<file path="config.mk">
export PLATFORM = sky130hd
export DESIGN_NAME = trigger
export DESIGN_NICKNAME = d
export VERILOG_FILES = /design/src/rtl/trigger.sv
export SDC_FILE = /design/constraint.sdc
export NUM_CORES = 1
export LEC_CHECK = 0
export CORE_AREA = 2 2 59 61
export CTS_CLUSTER_SIZE = 12
export DETAILED_ROUTE_END_ITERATION = 10
export DIE_AREA = 0 0 61 63
export HOLD_SLACK_MARGIN = 0.15
export PLACE_DENSITY = 0.6
export SLEW_MARGIN = 25
export SYNTH_ARGS = -nofsm -noshare
export SYNTH_HDL_FRONTEND = slang
export SYNTH_SLANG_ARGS = --single-unit
</file>
<file path="constraint.sdc">
create_clock -name clk -period 4.97 [get_ports clk]
set_input_delay 1.491 -clock clk [delete_from_list [all_inputs] [get_ports clk]]
set_output_delay 1.491 -clock clk [all_outputs]
set_load 0.01 [all_outputs]
</file>
<file path="src/rtl/trigger.sv">
// Trigger front-end: picks one of three trigger sources, synchronizes and edge-detects it,
// emits a dead-time-protected one-clock pulse and frames pulses into acquisition cycles.
module trigger #(
  parameter int SYNC_STAGES = 2,
  parameter int DEADTIME    = 8,
  parameter int GAP_TIMEOUT = 256
) (
  input  logic       clk,
  input  logic       rst,
  input  logic       trigin,
  input  logic       trigcpu,
  input  logic       trigemu,
  input  logic [1:0] trigsel,
  output logic       trigpulse,
  output logic       cycleend,
  output logic       cyclebegin
);
  localparam int DW = (DEADTIME > 0) ? $clog2(DEADTIME + 1) : 1;
  localparam int GW = $clog2(GAP_TIMEOUT + 1);
  localparam logic [DW-1:0] DEAD_LOAD = DW'(DEADTIME);
  localparam logic [DW-1:0] DEAD_ONE  = DW'(1);
  localparam logic [GW-1:0] GAP_LAST  = GW'(GAP_TIMEOUT - 1);
  localparam logic [GW-1:0] GAP_ONE   = GW'(1);

  typedef enum logic {IDLE, ACTIVE} state_t;

  logic [2:0]             src;
  logic [SYNC_STAGES-1:0] sync_p0 [3];
  logic [1:0]             sel_p1;
  logic                   mux_p1;
  logic                   prev_p2;
  logic                   pulse_p3;
  logic                   sel_lvl;
  logic                   sel_chg;
  logic                   rise;
  logic                   fire;
  logic [DW-1:0]          dead;
  state_t                 state, state_n;
  logic [GW-1:0]          gap, gap_n;

  assign src = {trigemu, trigcpu, trigin};

  always_comb begin
    case (trigsel)
      2'd0:    sel_lvl = sync_p0[0][SYNC_STAGES-1];
      2'd1:    sel_lvl = sync_p0[1][SYNC_STAGES-1];
      2'd2:    sel_lvl = sync_p0[2][SYNC_STAGES-1];
      default: sel_lvl = 1'b0;
    endcase
  end

  // A select change re-seeds the previous level so switching sources never looks like an edge.
  assign sel_chg = (trigsel != sel_p1);
  assign rise    = mux_p1 & ~prev_p2 & ~sel_chg;
  assign fire    = rise && (dead == '0);

  // p0: synchronizers, p1: source mux, p2: previous level, p3: trigger pulse
  always_ff @(posedge clk) begin
    if (rst) begin
      for (int i = 0; i < 3; i++) sync_p0[i] <= '1;
      sel_p1   <= trigsel;
      mux_p1   <= 1'b1;
      prev_p2  <= 1'b1;
      pulse_p3 <= 1'b0;
      dead     <= '0;
    end else begin
      for (int i = 0; i < 3; i++) sync_p0[i] <= {sync_p0[i][SYNC_STAGES-2:0], src[i]};
      sel_p1   <= trigsel;
      mux_p1   <= sel_lvl;
      prev_p2  <= sel_chg ? sel_lvl : mux_p1;
      pulse_p3 <= fire;
      if (fire)
        dead <= DEAD_LOAD;
      else if (dead != '0)
        dead <= dead - DEAD_ONE;
    end
  end

  assign trigpulse = pulse_p3;

  always_ff @(posedge clk) begin
    if (rst) begin
      state <= IDLE;
      gap   <= '0;
    end else begin
      state <= state_n;
      gap   <= gap_n;
    end
  end

  // A pulse in the timeout cycle takes priority over ending the cycle.
  always_comb begin
    state_n    = state;
    gap_n      = gap;
    cyclebegin = 1'b0;
    cycleend   = 1'b0;
    case (state)
      IDLE: begin
        if (pulse_p3) begin
          cyclebegin = 1'b1;
          state_n    = ACTIVE;
          gap_n      = '0;
        end
      end
      ACTIVE: begin
        if (pulse_p3) begin
          gap_n = '0;
        end else if (gap >= GAP_LAST) begin
          cycleend = 1'b1;
          state_n  = IDLE;
          gap_n    = '0;
        end else begin
          gap_n = gap + GAP_ONE;
        end
      end
      default: state_n = IDLE;
    endcase
  end
endmodule

</file>
* After elaboration in Yosys (flattened, before gate mapping) *
Memories as Yosys holds them, arrays and structs flattened.
Cells that the tools add are included.

word-level totals
  ROM bits = 0
  output and inout bits = 3
  latch bits = 0
  bits of input ports = 7
  register bits = 19
  memories = 1
  word-level logic and storage cells = 52
  memory bits (writable) = 6

memories
  name     words  bits a word  rd ports  clocked after Yosys merged registers in  write ports  line  text
  sync_p0  3      2            3         0                                        3            28    logic [SYNC_STAGES-1:0] sync_p0 [3];

operators by class
  reduce and logical (&&, ||, !) cells = 6
  add/subtract/negate cells = 2
  bitwise gates (word level) = 8
  divide/modulo/power cells = 0
  shift-type cells = 0
  magnitude comparators = 1
  multiplexer cells = 22
  multiply operators = 0
  equal/unequal tests = 4

operators by type and width
  kind                                                 count
  two-way mux 9 bit                                    3
  case mux 9 bit (2 select lines)                      1
  two-way mux 1 bit                                    11
  adder 9 x 1 -> 9 bit, second input constant          1
  >= comparator 9 x 8 -> 1 bit, second input constant  1
  two-way mux 4 bit                                    2
  two-way mux 2 bit                                    3
  zero test 4 bit                                      1
  nonzero test 4 bit                                   1
  subtractor 4 x 1 -> 4 bit, second input constant     1
  NOT 1 bit                                            3
  bitwise OR 1 bit                                     3
  case mux 1 bit (3 select lines)                      1
  AND 1 bit                                            2
  == test 2 x 1 -> 1 bit, second input constant        1
  == test 2 bit, second input constant                 1
  zero test 2 bit                                      1
  != test 2 bit                                        1
  != test 2 bit, second input constant                 1
  case mux 1 bit (2 select lines)                      1
  nonzero test 2 bit                                   1
  OR reduction 2 bit                                   1
  logical AND 1 bit                                    1

* Longest topological paths before layout *
  word-level depth = 5
  mapped depth = 8
  mapped depth without buffers = 8

* Worst setup path after synthesis *
Ideal clock, no wire load.

  path kind = register to output
  start = reg gap[0]
  end = out cycleend
  arrival time = 1.373 ns
  path buffers = 0
  required time = 3.479 ns
  cell stages (with the launch flop) = 7
  slack = 2.106 ns
  path through = dfxtp_1 -> ha_1 -> nand4_1 -> nor2b_1 -> ha_1 -> a311oi_2 -> nor3b_1

between the ends
  longest elaborated chain between the ends = 4

RTL lines
  item                          line  text
  start, declared               39    logic [GW-1:0] gap, gap_n;
  start signal, assigned        87    gap <= gap_n;
  >= comparator 9 x 8 -> 1 bit  108   end else if (gap >= GAP_LAST) begin
  two-way mux 1 bit             108
  two-way mux 1 bit             106   if (pulse_p3) begin
  two-way mux 1 bit             97    case (state)
  end, declared                 15    output logic cycleend,

Every way passes these cells.

* Worst setup path after layout *
Same ends and word-level chain as after synthesis.

==> impl_results.html <==
<table>
<tr><th>Metric</th><th>Value</th></tr>
<tr><th colspan="2">Clocking</th></tr>
<tr><td># clock sinks</td><td>25</td></tr>
<tr><td>CTS tree</td><td>yes</td></tr>
<tr><td>Clk root buf</td><td>sky130_fd_sc_hd__clkbuf_4</td></tr>
<tr><td>H-tree depth</td><td>1</td></tr>
<tr><td>Number of buffers inserted by hold repair at cts</td><td>0</td></tr>
<tr><td>Gates resized, CTS repair</td><td>0</td></tr>
<tr><td>Inserted Clock Buffers</td><td>3</td></tr>
<tr><td>Total setup buffers inserted after CTS</td><td>0</td></tr>
<tr><td>Clock transition at the registers of the reported paths</td><td>between 0.1 and 0.15 ns</td></tr>
<tr><td>Maximum clock insertion buffer count</td><td>2</td></tr>
<tr><td>Source-to-sink clock delay at the later pin of the worst-skew pair</td><td>~0.31 ns</td></tr>
<tr><th colspan="2">Place</th></tr>
<tr><td>Total of buffers placed on input and output ports</td><td>9</td></tr>
<tr><td>Pre-CTS setup slack</td><td>1.57 ns</td></tr>
<tr><td>Number of placed instances, taps included</td><td>165</td></tr>
<tr><td>Final estimated routing congestion in global placement</td><td>0.781</td></tr>
<tr><td>Standard cell area after detailed placement</td><td>1210 um^2</td></tr>
<tr><th colspan="2">Worst setup path</th></tr>
<tr><td>Crit path arrival time</td><td>roughly 2.3 ns</td></tr>
<tr><td>Launching element of the worst setup path</td><td>gap[0]</td></tr>
<tr><td>Type of the worst setup path</td><td>register to primary output</td></tr>
<tr><td>Required arrival time at the worst endpoint</td><td>around 3.5 ns</td></tr>
<tr><td>Critical Path Start Type</td><td>register</td></tr>
<tr><td>Biggest fanout along the worst timing path</td><td>5</td></tr>
<tr><td>Reg2reg setup slack</td><td>approximately 2.8 ns</td></tr>
<tr><td>Endpoint type of the worst setup path</td><td>primary output</td></tr>
<tr><td>Worst R2R Path Depth</td><td>8</td></tr>
<tr><td>Crit Reg-Reg Startpoint</td><td>gap[0]</td></tr>
<tr><td>Crit Reg-Reg Endpoint</td><td>gap[7]</td></tr>
<tr><td>End point of the critical path</td><td>cycleend</td></tr>
<tr><th colspan="2">Detailed routing</th></tr>
<tr><td>Antenna-violating nets left</td><td>0</td></tr>
<tr><td>DR pass1 iterations</td><td>3</td></tr>
<tr><td>Overall via count from detail_route</td><td>781</td></tr>
<tr><td>Via-to-Cell Ratio</td><td>about 4.6</td></tr>
<tr><td>Detailed-route DRC error count</td><td>0</td></tr>
<tr><td>DR iter-0 viols</td><td>21</td></tr>
<tr><td>Total routed wirelength</td><td>between 1500 and 2000 um</td></tr>
<tr><td>Routed len/inst</td><td>between 10 and 15 um</td></tr>
<tr><th colspan="2">Timing</th></tr>
<tr><td>Slew at the pin with the worst max-slew slack</td><td>between 0.7 and 0.8 ns</td></tr>
<tr><td>Slew margin rel.</td><td>0.505</td></tr>
<tr><td>Crit path setup slack, layout</td><td>1.21 ns</td></tr>
<tr><td>Final Hold Violating Endpoints</td><td>0</td></tr>
<tr><td>Period utilization</td><td>0.756</td></tr>
<tr><td>Clock period minus worst slack</td><td>~3.8 ns</td></tr>
<tr><td>Timing-limited maximum frequency</td><td>about 270 MHz</td></tr>
<tr><td>Sum of negative setup slack</td><td>0 ns</td></tr>
<tr><td>Unrepaired setup endpoints after global routing</td><td>false</td></tr>
<tr><td>Endpoints failing setup</td><td>0</td></tr>
<tr><td>Max Transition Viols Final</td><td>0</td></tr>
<tr><td>Worst Hold Slack</td><td>about 0.43 ns</td></tr>
<tr><td>Layout Skew</td><td>~0.0098 ns</td></tr>
<tr><th colspan="2">Power</th></tr>
<tr><td>Worst IR drop on VDD</td><td>0.101 mV</td></tr>
<tr><td>Psw</td><td>0.114 mW</td></tr>
<tr><td>Power share of the clock group</td><td>0.224</td></tr>
<tr><td>Static power due to leakage</td><td>~0.44 nW</td></tr>
<tr><td>Part of the power in registers</td><td>0.572</td></tr>
<tr><td>Switch share</td><td>0.280</td></tr>
<tr><td>Total power of the final layout</td><td>roughly 0.41 mW</td></tr>
<tr><td>Share of total power in combinational logic</td><td>0.204</td></tr>
<tr><td>Design internal power</td><td>0.292 mW</td></tr>
<tr><td>Total power divided by cell area</td><td>roughly 330 nW/um^2</td></tr>
<tr><th colspan="2">Floorplan</th></tr>
<tr><td>Die extent in y</td><td>63 um</td></tr>
<tr><td>Die ar.</td><td>just under 4000 um^2</td></tr>
<tr><td>Horizontal die dimension</td><td>just over 60 um</td></tr>
<tr><td>Io pins</td><td>10</td></tr>
<tr><td>Core region area</td><td>between 3000 and 4000 um^2</td></tr>
<tr><td>Starting density of the core</td><td>0.330</td></tr>
<tr><td>Floorplan row count</td><td>21</td></tr>
<tr><th colspan="2">Layout</th></tr>
<tr><td>Ratio of cells with drive above 1 in the final layout</td><td>0.122</td></tr>
<tr><td>Net count, final</td><td>about 130</td></tr>
<tr><td>Finished Core Util</td><td>0.383</td></tr>
<tr><td>Non-filler instance count after layout</td><td>between 150 and 200</td></tr>
<tr><td>Final cell area excluding filler cells</td><td>about 1200 um^2</td></tr>
<tr><td>Inserted Diodes</td><td>0</td></tr>
<tr><td>Signed area change from the synthesized netlist to the final layout</td><td>16.0%</td></tr>
<tr><th colspan="2">Synth</th></tr>
<tr><td>Post-synthesis register bit count</td><td>25</td></tr>
<tr><td>Post-synth design cell area</td><td>approximately 1100 um^2</td></tr>
<tr><td>Yosys warnings</td><td>0</td></tr>
<tr><td>Syn avg cell area</td><td>~9.5 um^2</td></tr>
<tr><td>Share of the yosys chip area belonging to registers</td><td>0.469</td></tr>
<tr><td>Largest area contributor in the netlist</td><td>sky130_fd_sc_hd__dfxtp_1</td></tr>
<tr><td>Top cells by area in the synthesized netlist</td><td>sky130_fd_sc_hd__dfxtp_1, sky130_fd_sc_hd__a21oi_1, sky130_fd_sc_hd__or2_2</td></tr>
<tr><td>Yosys cell types</td><td>34</td></tr>
<tr><td>Post-synth top flop</td><td>sky130_fd_sc_hd__dfxtp_1</td></tr>
<tr><td>Synth top area share</td><td>0.469</td></tr>
<tr><td>Post-synth ARST share</td><td>0</td></tr>
<tr><td>Top cell types by occurrence after synthesis</td><td>sky130_fd_sc_hd__dfxtp_1, sky130_fd_sc_hd__a21oi_1, sky130_fd_sc_hd__nor2_1, sky130_fd_sc_hd__or2_2, sky130_fd_sc_hd__nand3_1</td></tr>
<tr><td>Number of enable flip-flop cells after synthesis</td><td>0</td></tr>
<tr><td>Cells after synthesis</td><td>roughly 110</td></tr>
<tr><td>Dominant cell by count in the synthesized netlist</td><td>sky130_fd_sc_hd__dfxtp_1</td></tr>
<tr><td>Net count after synthesis</td><td>122</td></tr>
<tr><th colspan="2">Worst hold path</th></tr>
<tr><td>Number of cells traversed by the worst hold path</td><td>1</td></tr>
<tr><td>Type of the tightest min-delay check</td><td>register to register</td></tr>
<tr><th colspan="2">GRT</th></tr>
<tr><td>Vias in the first global route</td><td>roughly 720</td></tr>
<tr><td>Initial antenna violation count</td><td>0</td></tr>
<tr><td>First-pass GRT wire length</td><td>2950 um</td></tr>
<tr><td>GR Util All Layers</td><td>0.101</td></tr>
<tr><td>Total congestion overflow</td><td>0</td></tr>
<tr><td>Pin count of the biggest net entering global routing</td><td>24</td></tr>
<tr><th colspan="2">Flow run</th></tr>
<tr><td>Max-cap viol count</td><td>0</td></tr>
<tr><th colspan="2">Outcome</th></tr>
<tr><td>Status</td><td>complete, no violations</td></tr>
</table>
## power groups by stage
stage | combinational, mW | clock, mW | sequential (mW)
global route | 0.0959 | 0.105 | 0.236
floorplan | 0.0642 | 0 | 0.234
detailed placement | 0.0835 | 0 | 0.237
CTS | 0.0841 | 0.0975 | 0.232
global placement | 0.0784 | 0 | 0.235
finish | 0.0830 | 0.0907 | 0.232
## logic make-up after synthesis
family	synth area share
simple gates	0.278
flops	0.469
compound gates	0.131
buf+inv	0.0247
xor+xnor	0.0329
mux	0.0282
fa+ha+maj	0.0352
## area by class of cell
class / instances / area, um^2
clock buffer: 3 / 22.5
tap: 46 / 57.6
sequential: 25 / 500
fill: 332 / 2000
inverter: 5 / 18.8
multi-input combinational: 80 / 539
clock inverter: 1 / 7.51
timing repair buffer: 9 / 90.1
## worst max-delay path: stages (launching register included)
cell and delay, ns:
sky130_fd_sc_hd__dfxtp_1 0.36, sky130_fd_sc_hd__ha_1 0.24, sky130_fd_sc_hd__nand4_1 0.12, sky130_fd_sc_hd__nor2b_1 0.06
sky130_fd_sc_hd__ha_1 0.20, sky130_fd_sc_hd__a311oi_2 0.41, sky130_fd_sc_hd__nor3b_1 0.09, sky130_fd_sc_hd__clkdlybuf4s50_1 0.49
## how the worst min path moves through the flow
stage | start | to
5_1_grt | sync_p0[0][0] | sync_p0[0][1]
6_report | sync_p0[0][4] | sync_p0[0][5]
3_5_place_dp | sync_p0[0][4] | sync_p0[0][5]
3_3_place_gp | sync_p0[0][0] | sync_p0[0][1]
2_1_floorplan | sync_p0[0][0] | sync_p0[0][1]
4_1_cts | sync_p0[0][4] | sync_p0[0][5]
## metal layers
metal  track usage  wire (um)  share of wire
met5             0          0              0
met4        0.0571         28          0.016
met3        0.0186         28          0.016
met2         0.160        818           0.48
met1         0.124        838           0.49
## layout by cell type, fill, tap and decap left out
cell type                         netlist  layout
sky130_fd_sc_hd__xor2_1                 1       1
sky130_fd_sc_hd__clkbuf_4               0       3
sky130_fd_sc_hd__or3_1                  2       2
sky130_fd_sc_hd__a311oi_1               1       1
sky130_fd_sc_hd__a311oi_2               1       1
sky130_fd_sc_hd__nor4b_1                1       1
sky130_fd_sc_hd__xnor2_1                3       3
sky130_fd_sc_hd__a21oi_1               10      10
sky130_fd_sc_hd__nor2_1                 8       8
sky130_fd_sc_hd__or3b_1                 1       1
sky130_fd_sc_hd__a31oi_1                1       1
sky130_fd_sc_hd__nand3b_1               2       2
sky130_fd_sc_hd__nand2_1                3       3
sky130_fd_sc_hd__dfxtp_1               25      25
sky130_fd_sc_hd__nand3_1                7       7
sky130_fd_sc_hd__mux2i_1                3       3
sky130_fd_sc_hd__ha_1                   3       3
sky130_fd_sc_hd__or2_2                  8       8
sky130_fd_sc_hd__or4b_4                 1       1
sky130_fd_sc_hd__o21ai_0                3       3
sky130_fd_sc_hd__nor3_1                 3       3
sky130_fd_sc_hd__and2_1                 2       2
sky130_fd_sc_hd__and2b_1                1       1
sky130_fd_sc_hd__a2111oi_0              1       1
sky130_fd_sc_hd__or4b_1                 1       1
sky130_fd_sc_hd__inv_1                  5       5
sky130_fd_sc_hd__clkinvlp_4             0       1
sky130_fd_sc_hd__a31oi_4                1       1
sky130_fd_sc_hd__clkdlybuf4s50_1        0       9
sky130_fd_sc_hd__nand2b_1               3       3
sky130_fd_sc_hd__and3_1                 2       2
sky130_fd_sc_hd__nor2b_1                1       1
sky130_fd_sc_hd__nor3b_1                1       1
sky130_fd_sc_hd__a22oi_1                2       2
sky130_fd_sc_hd__nand4b_1               1       1
sky130_fd_sc_hd__nand4_1                2       2
## state kept, by name, indices dropped and copies added (netlist names)
signal,flops
gap,9
sync_p0,6
dead,4
sel_p1,2
mux_p1,1
prev_p2,1
state,1
trigpulse,1
No activity file was read; power rests on OpenSTA's default activity.
